===== config.mk =====
export PLATFORM = sky130hd
export DESIGN_NAME = uart_tx_arbiter
export DESIGN_NICKNAME = d
export VERILOG_FILES = /design/src/rtl/uart_tx_arbiter.sv
export SDC_FILE = /design/constraint.sdc
export NUM_CORES = 1
export LEC_CHECK = 0
export BUFFER_PORTS_ARGS = -buffer_cell sky130_fd_sc_hd__clkbuf_2
export CAP_MARGIN = 40
export CELL_PAD_IN_SITES_DETAIL_PLACEMENT = 0
export CELL_PAD_IN_SITES_GLOBAL_PLACEMENT = 1
export CORE_MARGIN = 1.5
export CORE_UTILIZATION = 38
export DETAILED_ROUTE_END_ITERATION = 10
export GPL_ROUTABILITY_DRIVEN = 0
export PLACE_DENSITY = 0.77
export RECOVER_POWER = 100
export SLEW_MARGIN = 20
export SYNTH_ARGS = -nofsm -noshare
export SYNTH_HDL_FRONTEND = slang
export SYNTH_SLANG_ARGS = --single-unit

===== constraint.sdc =====
create_clock -name clk100mhz -period 3.4 [get_ports clk100mhz]
set_input_delay 0.34 -clock clk100mhz [delete_from_list [all_inputs] [get_ports clk100mhz]]
set_output_delay 0.34 -clock clk100mhz [all_outputs]
set_load 0.01 [all_outputs]

===== src/rtl/uart_tx_arbiter.sv =====
// uart_tx_arbiter: round-robin byte arbiter with per-requester lock in front of a shared UART TX engine.
// Sequences the engine load/ready handshake and raises a sticky flag if the engine never accepts a load.
module uart_tx_arbiter #(
    parameter int N      = 4,
    parameter int DW     = 8,
    parameter int TO_CYC = 1000
) (
    input  logic            clk100mhz,
    input  logic            reset,
    input  logic [N-1:0]    req,
    input  logic [N-1:0]    lock,
    input  logic [N*DW-1:0] data_in,
    output logic [N-1:0]    ack,
    output logic [2:0]      grant_id,
    output logic            busy,
    input  logic            tx_rdy,
    output logic            tx_load,
    output logic [DW-1:0]   tx_out,
    output logic            err_timeout
);
    localparam int CW = $clog2(TO_CYC + 1);

    typedef enum logic [1:0] {IDLE, LOAD, WAIT_LO, WAIT_HI} state_t;

    state_t          state_q, state_d;
    logic [2:0]      rr_q, rr_d, cur_q, cur_d, grant_q, grant_d;
    logic [N-1:0]    ack_q, ack_d;
    logic            load_q, load_d, err_q, err_d;
    logic [DW-1:0]   out_q, out_d;
    logic [CW-1:0]   cnt_q, cnt_d;
    logic [2*N-1:0]  dbl;
    logic [N-1:0]    rot, held;
    logic [2:0]      off, win, gid;
    logic [3:0]      sum;
    logic            hit, relock, go;

    function automatic logic [2:0] inc(input logic [2:0] v);
        return (v == 3'(N - 1)) ? 3'd0 : v + 3'd1;
    endfunction

    // Rotate requests so bit 0 is rr_q, then take the lowest set offset.
    always_comb begin
        dbl = {req, req} >> rr_q;
        rot = dbl[N-1:0];
        off = 3'd0;
        hit = |rot;
        for (int i = N - 1; i >= 0; i--)
            if (rot[i]) off = 3'(i);
        sum = 4'(rr_q) + 4'(off);
        win = (sum >= 4'(N)) ? 3'(sum - 4'(N)) : sum[2:0];
    end

    assign held   = (req & lock) >> cur_q;
    assign relock = held[0];
    assign go     = tx_rdy && ((state_q == IDLE && hit) || (state_q == WAIT_HI && relock));
    assign gid    = (state_q == WAIT_HI) ? cur_q : win;

    always_comb begin
        state_d = state_q;
        rr_d    = rr_q;
        cur_d   = cur_q;
        grant_d = grant_q;
        out_d   = out_q;
        err_d   = err_q;
        cnt_d   = cnt_q;
        ack_d   = '0;
        load_d  = 1'b0;
        case (state_q)
            LOAD: begin
                state_d = WAIT_LO;
                cnt_d   = '0;
            end
            WAIT_LO: begin
                if (!tx_rdy) begin
                    state_d = WAIT_HI;
                end else if (cnt_q == CW'(TO_CYC - 1)) begin
                    err_d   = 1'b1;
                    rr_d    = inc(cur_q);
                    state_d = IDLE;
                end else begin
                    cnt_d = cnt_q + CW'(1);
                end
            end
            WAIT_HI: begin
                if (tx_rdy && !relock) begin
                    rr_d    = inc(cur_q);
                    state_d = IDLE;
                end
            end
            default: ;
        endcase
        if (go) begin
            state_d = LOAD;
            cur_d   = gid;
            grant_d = gid;
            out_d   = data_in[int'(gid)*DW +: DW];
            ack_d   = {{(N-1){1'b0}}, 1'b1} << gid;
            load_d  = 1'b1;
        end
    end

    always_ff @(posedge clk100mhz) begin
        if (reset) begin
            state_q <= IDLE;
            rr_q    <= '0;
            cur_q   <= '0;
            grant_q <= '0;
            ack_q   <= '0;
            load_q  <= 1'b0;
            out_q   <= '0;
            err_q   <= 1'b0;
            cnt_q   <= '0;
        end else begin
            state_q <= state_d;
            rr_q    <= rr_d;
            cur_q   <= cur_d;
            grant_q <= grant_d;
            ack_q   <= ack_d;
            load_q  <= load_d;
            out_q   <= out_d;
            err_q   <= err_d;
            cnt_q   <= cnt_d;
        end
    end

    assign ack         = ack_q;
    assign grant_id    = grant_q;
    assign busy        = (state_q != IDLE);
    assign tx_load     = load_q;
    assign tx_out      = out_q;
    assign err_timeout = err_q;
endmodule


==> flow_metrics.env, run 1 <==
export IMPL_fmax_ghz=0.3376
export IMPL_rsz0062_at_grt="no"
export IMPL_netlist_area_sq_um=2036
export IMPL_core_rowCount=26
export IMPL_r2r_end="ack[3]"
export IMPL_initial_core_util_pct=39.61
export IMPL_path_buf_inv=1
export IMPL_cts_root_buf="clkbuf_8"
export IMPL_worstRegToRegCells=10
export IMPL_diodes=0
export IMPL_seq_area_frac_synth_pct=31.47
export IMPL_synthMuxAreaShare_pct=13.52
export IMPL_postLayoutCoreUtil_pct=46.86
export IMPL_synth_ff_latch_count=32
export IMPL_drcViolationCount=0
export IMPL_synthSimpleGateAreaFrac_pct=21.45
export IMPL_cp_start_kind="register"
export IMPL_tightest_slew_ns=0.9920
export IMPL_finalCritPeriodShare_pct=87.11
export IMPL_first_pass_iters=4
export IMPL_synth_cells=216
export IMPL_yosysWarningCount=0
export IMPL_synth_flop_cell="dfxtp_1"
export IMPL_grt_max_degree=25
export IMPL_worstSetupEndpointType="register"
export IMPL_hold_start="tx_out[5]"
export IMPL_synthToLayoutAreaGrowth_pct=18.32
export IMPL_avgViaCountPerCell=5.340
export IMPL_synth_compound_area_share_pct=20.84
export IMPL_status="completed"
export IMPL_cap_violations=0
export IMPL_wire_per_inst_microns=14.27
export IMPL_ctsResizeCount=0
export IMPL_critPathTopFamily="compound AO/OA/AOI/OAI gates"
export IMPL_slew_headroom_pct=33.03
export IMPL_drt_total_wl_microns=4909
export IMPL_worst_clock_skew_ns=0.003347
export IMPL_register_area_sq_um=640.6
export IMPL_cts_tree="built"
export IMPL_tns_ns=0
export IMPL_postRouteAntennaNets=0
export IMPL_holdBufCountCts=0
export IMPL_setup_worst_path_start="rr_q[0]"
export IMPL_synth_top_family_by_area="simple AND/OR/NAND/NOR gates"
export IMPL_via_count=1837
export IMPL_grt_usage_pct=17.47
export IMPL_nets=325
export IMPL_antenna_found_initial=0
export IMPL_setup_viol=0
export IMPL_rrSetupSlack_ns=0.44
export IMPL_clock_latency_ns=0.28
export IMPL_synth_xor_area_share_pct=2.151
export IMPL_worstPathRequired_ns=3.61
export IMPL_post_cts_buffers=0
export IMPL_grt_pass1_vias=1804
export IMPL_crit_path_top_delay_cell="dfxtp_1"
export IMPL_htree_levels=2
export IMPL_overflow=0
export IMPL_clkSinkCount=32
export IMPL_critical_path_arrival_ns=3.18
export IMPL_yosysUniqueCellTypes=52
export IMPL_io_buffers=60
export IMPL_crit_chain="nor2b_1 > or3b_1 > o31ai_1 > ha_1 > a21oi_1 > o22ai_1 > nor2_1 > clkbuf_1 > o211ai_1 > nor3b_2"
export IMPL_finalHoldViolations=0
export IMPL_multi_input_area_sq_um=1271
export IMPL_hp_class="register to register"
export IMPL_top_layer_used="met4"
export IMPL_slowest_delay_ns=0.48
export IMPL_ir_drop_v=0.0003785
export IMPL_slew_violations=0
export IMPL_total_power_mw=1.248
export IMPL_r2r_start="rr_q[0]"
export IMPL_crit_cells=10
export IMPL_synth_nets=268
export IMPL_critPathKind="register to register"
export IMPL_whs_ns=0.4750
export IMPL_grt_pass1_wl_microns=8211
export IMPL_power_leakage_nw=0.9216
export IMPL_io_pins=61
export IMPL_die_h_microns=76.19
export IMPL_final_common_cell="clkbuf_2"
export IMPL_crit_end="ack[3]"
export IMPL_drive_gt1_share_pct=24.82
export IMPL_drt_met1_wl_microns=2183
export IMPL_ys_async_sr_fraction_pct=0
export IMPL_dp_hpwl_microns=3605
export IMPL_synth_area_per_cell_sq_um=9.425
export IMPL_fillers=543
export IMPL_final_cell_mix="42 x clkbuf_2, 32 x dfxtp_1, 21 x nor2_1, 21 x clkbuf_1"
export IMPL_path_clk_slew_ns=0.06
export IMPL_wl_met2_microns=2434
export IMPL_numCtsBuffers=5
export IMPL_dieArea_sq_um=5805
export IMPL_drt_iter0_drc=54
export IMPL_min_period_ns=2.962
export IMPL_dr_wl_met3_microns=240
export IMPL_fp_dieW_microns=76.19
export IMPL_synthAdderAreaFrac_pct=5.900
export IMPL_power_density_nw_per_um2=518.1
export IMPL_synth_edf_count=0
export IMPL_cts_buffer_depth=2
export IMPL_critPathMaxFanout=11
export IMPL_coreArea_sq_um=5140
-- layer usage --
| metal | vias up | GRT usage (%) |
|---|---|---|
| met2 | 39 | 29.01 |
| met1 | 868 | 22.22 |
| met5 | - | 0 |
| met4 | 0 | 5.741 |
| met3 | 5 | 4.431 |
| li1 | 925 | - |
-- synth_stat cells (2+ instances only) --
| cell | n | share of area (%) |
|---|---|---|
| buf_4 | 3 | 1.1 |
| dfxtp_1 | 32 | 31 |
| nor2_1 | 21 | 3.9 |
| and2_1 | 3 | 0.92 |
| inv_1 | 8 | 1.5 |
| xor2_1 | 3 | 1.3 |
| a211oi_1 | 2 | 0.74 |
| mux4_2 | 9 | 10 |
| nand3b_1 | 3 | 1.1 |
| nand2b_1 | 11 | 3.4 |
| o211ai_1 | 2 | 0.74 |
| mux2_2 | 2 | 1.1 |
| nand4_1 | 2 | 0.61 |
| a21o_1 | 2 | 0.74 |
| and4bb_2 | 3 | 1.8 |
| or3_1 | 4 | 1.2 |
| o21ai_0 | 5 | 1.2 |
| o21ai_1 | 8 | 2.0 |
| nor2b_1 | 6 | 1.8 |
| a21oi_1 | 13 | 3.2 |
| clkbuf_1 | 7 | 1.3 |
| mux2i_1 | 5 | 2.5 |
| nand2_1 | 12 | 2.2 |
| xnor2_1 | 2 | 0.86 |
| o2111ai_1 | 10 | 4.3 |
| o22ai_1 | 3 | 0.92 |
| nand3_1 | 3 | 0.74 |
| ha_1 | 8 | 4.9 |
-- worst min-delay path by stage --
stage | cells after the start | end
after global placement | 2 | tx_out[5]
after global routing | 2 | tx_out[2]
final | 2 | tx_out[5]
after CTS | 2 | tx_out[5]
after floorplan | 2 | cnt_q[9]
after detailed placement | 2 | tx_out[5]
-- worst reg2reg max path, cell delays in order, from the launching register on --
cell      delay [ns]
dfxtp_1         0.48
nor2b_1         0.10
or3b_1          0.42
o31ai_1         0.38
ha_1            0.31
a21oi_1         0.16
o22ai_1         0.12
nor2_1          0.10
clkbuf_1        0.42
o211ai_1        0.22
nor3b_2         0.20
-- report_power, final --
group	internal [mW]	leakage, nW	switching (mW)
combinational	0.206	0.616	0.281
clock	0.165	0.0455	0.139
sequential	0.420	0.260	0.0368
-- per-stage QoR --
step | setup slack, ns | cells | area [sq um]
after floorplan | 0.5379 | 216 | 2036
after global placement | 0.4951 | 336 | 2374
after detailed placement | 0.4740 | 336 | 2374
after CTS | 0.4916 | 344 | 2464
after global routing | 0.1394 | 344 | 2409
final | 0.4382 | 344 | 2409
-- registers in the layout, indices dropped and copies added (netlist names) --
name / count
ack: 4
cnt_q: 10
err_timeout: 1
grant_id: 3
rr_q: 3
state_q: 2
tx_load: 1
tx_out: 8
-- cell type report --
class | count | share of cell area (%)
timing repair buffer | 62 | 12.00
inverter | 8 | 1.247
sequential | 32 | 26.60
tap | 70 | 3.636
multi-input combinational | 164 | 52.78
clock buffer | 8 | 3.740
-- kinds of logic (layout without fill, tap and decap cells) --
family          count (synthesis)  in the layout
buf+inv                        20             78
flops                          32             32
mux                            16             16
xor+xnor                        5              5
simple gates                   76             76
fa+ha+maj                       9              9
compound gates                 58             58
No activity file was read; power rests on OpenSTA's default activity.
==> run 2: changes to the inputs <==
ABC_AREA = 1   (was default)
CELL_PAD_IN_SITES_DETAIL_PLACEMENT = default   (was 0)
CELL_PAD_IN_SITES_GLOBAL_PLACEMENT = default   (was 1)
CORE_MARGIN = default   (was 1.5)
CORE_UTILIZATION = 45   (was 38)
PLACE_DENSITY = 0.69   (was 0.77)
==> run 2 against run 1 <==
Against the previous run:
- register-to-register slack improved by 0.21 ns
- wire length fell by 4.5%
- clock power is essentially flat
- first-iteration DRC count increased by 80%
- total power increased by 7.8%
- synthesized cell count is 32% higher
- flip-flop and latch count stayed put
- final cell count grew 16%
- sequential share of layout area up 0.44 points
- worst setup slack improved by 0.21 ns
- utilization is 10 points higher
- critical endpoint is now tx_out[5]
- largest cell class unchanged
- highest routed layer unchanged
==> flow_metrics.env, run 2 <==
export IMPL_core_rowCount=23
export IMPL_grt_max_degree=20
export IMPL_hold_end="rr_q[1]"
export IMPL_synth_ff_latch_count=32
export IMPL_worstSetupEndpointType="register"
export IMPL_r2r_start="rr_q[1]"
export IMPL_tns_ns=0
export IMPL_first_pass_iters=4
export IMPL_synth_area_per_cell_sq_um=7.077
export IMPL_path_clk_slew_ns=0.07
export IMPL_tightest_slew_ns=0.7977
export IMPL_synth_largest_area_cell="dfxtp_1"
export IMPL_r2r_end="tx_out[5]"
export IMPL_power_frac_comb_pct=42.2
export IMPL_slew_headroom_pct=46.82
export IMPL_die_h_microns=68.95
export IMPL_setup_viol=0
export IMPL_drcViolationCount=0
export IMPL_numCtsBuffers=5
export IMPL_regMostFlops="cnt_q"
export IMPL_drt_total_wl_microns=4689
export IMPL_nets=400
export IMPL_internal_power_mw=0.7990
export IMPL_sequentialPowerShare_pct=35.0
export IMPL_fmax_ghz=0.3628
export IMPL_grt_pass1_wl_microns=7976
export IMPL_postLayoutCoreUtil_pct=57.19
export IMPL_netlist_area_sq_um=2017
export IMPL_critPathKind="register to register"
export IMPL_path_buf_inv=2
export IMPL_crit_path_top_delay_cell="inv_1"
export IMPL_power_frac_clock_pct=22.8
export IMPL_worst_clock_skew_ns=0.008641
export IMPL_largest_reg_flops=10
export IMPL_worstHoldPathCells=2
export IMPL_netlist_top_cells_area="dfxtp_1 32%, nand2_1 13%, a21oi_1 6.7%"
export IMPL_cp_start_kind="register"
export IMPL_critPathMaxFanout=19
export IMPL_power_switching_mw=0.5466
export IMPL_ys_async_sr_fraction_pct=0
export IMPL_clock_latency_ns=0.29
export IMPL_synthToLayoutAreaGrowth_pct=17.49
export IMPL_final_common_cell="nand2_1"
export IMPL_rsz0062_at_grt="no"
export IMPL_clkSinkCount=32
export IMPL_drive_gt1_share_pct=19.77
export IMPL_yosysUniqueCellTypes=32
export IMPL_yosysMostFrequentCell="nand2_1"
export IMPL_fin_ws_ns=0.6435
export IMPL_cap_violations=0
export IMPL_worstPathRequired_ns=3.61
export IMPL_synth_edf_count=0
export IMPL_worstRegToRegCells=13
export IMPL_dieArea_sq_um=4754
export IMPL_seq_area_frac_synth_pct=31.76
export IMPL_grt_pass1_vias=1919
export IMPL_fp_dieW_microns=68.95
export IMPL_yosysWarningCount=0
export IMPL_hold_start="reset"
export IMPL_hp_class="primary input to register"
export IMPL_postRouteAntennaNets=0
export IMPL_ys_top_cells_by_count="71 x nand2_1, 32 x dfxtp_1, 29 x inv_1, 27 x a21oi_1, 27 x nand3_1"
export IMPL_synth_flop_cell="dfxtp_1"
export IMPL_io_buffers=60
export IMPL_via_count=2040
export IMPL_min_period_ns=2.756
export IMPL_drt_iter0_drc=97
export IMPL_cts_tree="built"
export IMPL_overflow=0
export IMPL_place_ws_ns=0.7843
export IMPL_ir_drop_v=0.0002831
export IMPL_avgViaCountPerCell=5.113
export IMPL_cts_buffer_depth=2
export IMPL_diodes=0
export IMPL_synth_top_cell_area_share_pct=31.76
export IMPL_final_cell_mix="74 x nand2_1, 42 x clkbuf_2, 32 x dfxtp_1"
export IMPL_rrSetupSlack_ns=0.64
export IMPL_crit_path_frequent_cell="nand2_1"
export IMPL_io_pins=61
export IMPL_post_cts_buffers=0
export IMPL_synth_cells=285
export IMPL_p_sw_share_pct=40.62
export IMPL_slowest_delay_ns=0.50
export IMPL_finalCritPeriodShare_pct=81.07
export IMPL_cts_root_buf="clkbuf_8"
export IMPL_crit_chain="inv_1 > nor2_1 > nand2_1 > nand2_1 > nand3_1 > a21boi_0 > ha_1 > nand2_1 > nand2_2 > inv_1 > nand2_1 > a32o_1 > o21ai_0"
export IMPL_dp_hpwl_microns=3621
export IMPL_critPathTopFamily="simple AND/OR/NAND/NOR gates"
export IMPL_htree_levels=2
export IMPL_critical_path_arrival_ns=2.96
export IMPL_holdBufCountCts=0
export IMPL_finalHoldViolations=0
export IMPL_coreArea_sq_um=4144
export IMPL_ctsResizeCount=0
export IMPL_power_density_nw_per_um2=567.8
export IMPL_grt_usage_pct=22.36
export IMPL_slew_violations=0
export IMPL_whs_ns=0.3318
export IMPL_antenna_found_initial=0
export IMPL_power_leakage_nw=1.065
export IMPL_total_power_mw=1.346
export IMPL_status="completed"
export IMPL_initial_core_util_pct=48.67
export IMPL_wire_per_inst_microns=11.75
export IMPL_synth_nets=337
-- run 2: worst max-delay path by stage --
| stage | startpoint | endpoint | slack (ns) | cells past startpoint |
|---|---|---|---|---|
| 2_1_floorplan | rr_q[1] | tx_out[1] | 1.01 | 13 |
| 3_3_place_gp | rr_q[1] | tx_out[6] | 0.85 | 13 |
| 3_5_place_dp | rr_q[1] | tx_out[5] | 0.78 | 13 |
| 4_1_cts | rr_q[1] | tx_out[5] | 0.76 | 13 |
| 5_1_grt | rr_q[1] | tx_out[7] | 0.30 | 13 |
| 6_report | rr_q[1] | tx_out[5] | 0.64 | 13 |
-- run 2: cell families (layout without fill, tap and decap cells) --
family / after synthesis / count (layout) / share of synthesized area, %
fa+ha+maj: 9 / 9 / 5.956
compound gates: 55 / 55 / 17.56
buf+inv: 40 / 104 / 8.189
simple gates: 148 / 148 / 36.11
xor+xnor: 1 / 1 / 0.4343
flops: 32 / 32 / 31.76
-- run 2: layout make-up --
| class | count | area (sq um) |
|---|---|---|
| clock buffers | 8 | 90.09 |
| flip-flops and latches | 32 | 640.6 |
| multi-input cells | 213 | 1159 |
| fillers | 436 | 1774 |
| well taps | 50 | 62.56 |
| repair buffers | 60 | 277.8 |
| inverters | 36 | 140.1 |
-- run 2: power groups by stage --
stage,Sequential (mW),Combinational (mW),Clock [mW]
2_1_floorplan,0.493,0.451,0
3_3_place_gp,0.482,0.614,0
3_5_place_dp,0.482,0.619,0
4_1_cts,0.473,0.622,0.311
5_1_grt,0.480,0.646,0.325
6_report,0.472,0.568,0.306
-- run 2: metrics by stage --
stage          instances  cell area [sq um]
2_1_floorplan        285               2017
3_3_place_gp         391               2355
3_5_place_dp         391               2355
4_1_cts              399               2445
5_1_grt              399               2370
6_report             399               2370
-- run 2: per-layer routing --
layer | routed length, microns | up-vias | global-route usage (%) | share of wire, %
li1 | - | 1080 | - | -
met1 | 2223 | 899 | 26.79 | 47
met2 | 2134 | 53 | 38.35 | 46
met3 | 266 | 8 | 5.757 | 5.7
met4 | 64 | 0 | 7.653 | 1.4
met5 | 0 | - | 0 | 0
==> run 3: changes to the inputs <==
clock period = 2.6 ns   (was 3.4 ns; I/O delays follow)
==> run 3 against run 2 <==
Against the previous run:
- sequential share of layout area fell by 0.64 points
- final cell count is 0.75% higher
- sequential power rose by 31%
- global-route usage decreased by 0.22 points
- via count fell by 1.2%
- count of clock-buffer cells in the layout is 1 lower
- register-to-register slack worse by 0.46 ns
- die area did not move
- critical path depth is 1 lower
- largest cell class unchanged
- largest power group unchanged
- highest routed layer unchanged
==> flow_metrics.env, run 3 (synthesis results as in run 2) <==
export IMPL_internal_power_mw=1.087
export IMPL_path_buf_inv=1
export IMPL_slew_violations=0
export IMPL_path_clk_slew_ns=0.07
export IMPL_tightest_slew_ns=0.5205
export IMPL_coreArea_sq_um=4144
export IMPL_dp_hpwl_microns=3525
export IMPL_cts_tree="built"
export IMPL_final_cell_mix="74 x nand2_1, 42 x clkbuf_2, 31 x dfxtp_1"
export IMPL_antenna_found_initial=0
export IMPL_grt_pass1_wl_microns=7852
export IMPL_largest_reg_flops=10
export IMPL_worstSetupEndpointType="register"
export IMPL_dp_cells=394
export IMPL_drt_iter0_drc=113
export IMPL_crit_chain="inv_1 > nor2_1 > nand2_1 > nand2_1 > nand3_1 > a21boi_0 > ha_1 > fa_1 > nand2_2 > o21ai_2 > a32o_1 > o21ai_2"
export IMPL_total_power_mw=1.821
export IMPL_ir_drop_v=0.0003545
export IMPL_avgViaCountPerCell=5.015
export IMPL_rsz0062_at_grt="no"
export IMPL_htree_levels=2
export IMPL_regMostFlops="cnt_q"
export IMPL_hp_class="primary input to register"
export IMPL_initial_core_util_pct=48.67
export IMPL_finalHoldViolations=0
export IMPL_critPathKind="register to register"
export IMPL_critPathTopFamily="compound AO/OA/AOI/OAI gates"
export IMPL_critical_path_arrival_ns=2.63
export IMPL_io_pins=61
export IMPL_worstPathRequired_ns=2.82
export IMPL_setup_viol=0
export IMPL_cts_root_buf="clkbuf_8"
export IMPL_r2r_start="rr_q[1]"
export IMPL_overflow=0
export IMPL_final_cells=402
export IMPL_via_count=2016
export IMPL_wire_per_inst_microns=11.58
export IMPL_io_buffers=60
export IMPL_slew_headroom_pct=65.26
export IMPL_fp_dieW_microns=68.95
export IMPL_drive_gt1_share_pct=23.01
export IMPL_crit_cells=12
export IMPL_sequentialPowerShare_pct=33.8
export IMPL_clkSinkCount=32
export IMPL_die_h_microns=68.95
export IMPL_ctsResizeCount=0
export IMPL_power_density_nw_per_um2=748.7
export IMPL_min_period_ns=2.416
export IMPL_cts_buffer_depth=2
export IMPL_hold_end="cnt_q[9]"
export IMPL_postRouteAntennaNets=0
export IMPL_hold_start="reset"
export IMPL_status="completed"
export IMPL_core_rowCount=23
export IMPL_final_common_cell="nand2_1"
export IMPL_power_frac_comb_pct=43.4
export IMPL_first_pass_iters=4
export IMPL_grt_max_degree=20
export IMPL_drcViolationCount=0
export IMPL_holdBufCountCts=0
export IMPL_power_switching_mw=0.7345
export IMPL_synthToLayoutAreaGrowth_pct=20.60
export IMPL_dieArea_sq_um=4754
export IMPL_p_sw_share_pct=40.33
export IMPL_power_frac_clock_pct=22.8
export IMPL_r2r_end="tx_out[2]"
export IMPL_critPathMaxFanout=8
export IMPL_grt_pass1_vias=1879
export IMPL_worstHoldPathCells=2
export IMPL_worst_clock_skew_ns=0.006067
export IMPL_rrSetupSlack_ns=0.18
export IMPL_cp_start_kind="register"
export IMPL_diodes=0
export IMPL_clock_latency_ns=0.28
export IMPL_post_cts_buffers=0
export IMPL_slowest_delay_ns=0.44
export IMPL_power_leakage_nw=1.086
export IMPL_cap_violations=0
export IMPL_fmax_ghz=0.4139
export IMPL_grt_usage_pct=22.13
export IMPL_drt_total_wl_microns=4655
export IMPL_finalCritPeriodShare_pct=92.93
export IMPL_nets=404
export IMPL_numCtsBuffers=5
export IMPL_tns_ns=0
export IMPL_worstRegToRegCells=12
export IMPL_crit_path_top_delay_cell="fa_1"
==> run 3: cell types whose count changed in the layout (fill, tap and decap cells not counted), sizes merged <==
cell,change
o21ai,+1
clkbuf,-1
buf,+3
==> run 3: stage by stage <==
step	area [sq um]	hold WS [ns]	setup slack (ns)	util, %
6_report	2432	0.2472	0.1838	58.70
5_1_grt	2432	0.2571	0.01481	58.70
3_5_place_dp	2377	0.4581	0.1070	57.37
2_1_floorplan	2017	0.3291	0.2127	-
3_3_place_gp	2377	0.4470	0.1550	57.37
4_1_cts	2474	0.2435	0.08531	59.69
==> run 3: layer usage <==
layer | GRT usage, % | vias up | routed length (microns)
met5 | 0 | - | 0
met4 | 7.653 | 0 | 41
met3 | 6.086 | 6 | 241
met2 | 37.01 | 48 | 2097
met1 | 27.03 | 869 | 2274
li1 | - | 1093 | -
==> run 3: worst max-delay path by stage <==
stage | start | endpoint | slack (ns)
final | rr_q[1] | tx_out[2] | 0.18
after global routing | rr_q[1] | tx_out[0] | 0.01
after CTS | rr_q[0] | tx_out[6] | 0.09
after detailed placement | rr_q[0] | tx_out[6] | 0.11
after global placement | rr_q[0] | tx_out[6] | 0.16
after floorplan | rr_q[1] | tx_out[1] | 0.21
==> run 3: cell type report <==
cell class	count	area [sq um]
multi-input cells	214	1191
well taps	50	62.56
clock buffers	7	96.34
repair buffers	63	300.3
flip-flops and latches	32	641.9
inverters	36	140.1
fillers	410	1712
==> run 3: power by group through the flow <==
stage / logic, mW / registers, mW / clock network [mW]
after global placement: 0.818 / 0.628 / 0
after detailed placement: 0.825 / 0.626 / 0
after global routing: 0.897 / 0.625 / 0.447
after floorplan: 0.589 / 0.644 / 0
after CTS: 0.831 / 0.616 / 0.427
final: 0.791 / 0.616 / 0.415
==> run 3: worst reg2reg max path, cell delays in order, from the launching register on <==
cell and delay, ns:
dfxtp_1 0.33, inv_1 0.09, nor2_1 0.14, nand2_1 0.08
nand2_1 0.10, nand3_1 0.07, a21boi_0 0.19, ha_1 0.21
fa_1 0.45, nand2_2 0.14, o21ai_2 0.15, a32o_1 0.30
o21ai_2 0.12
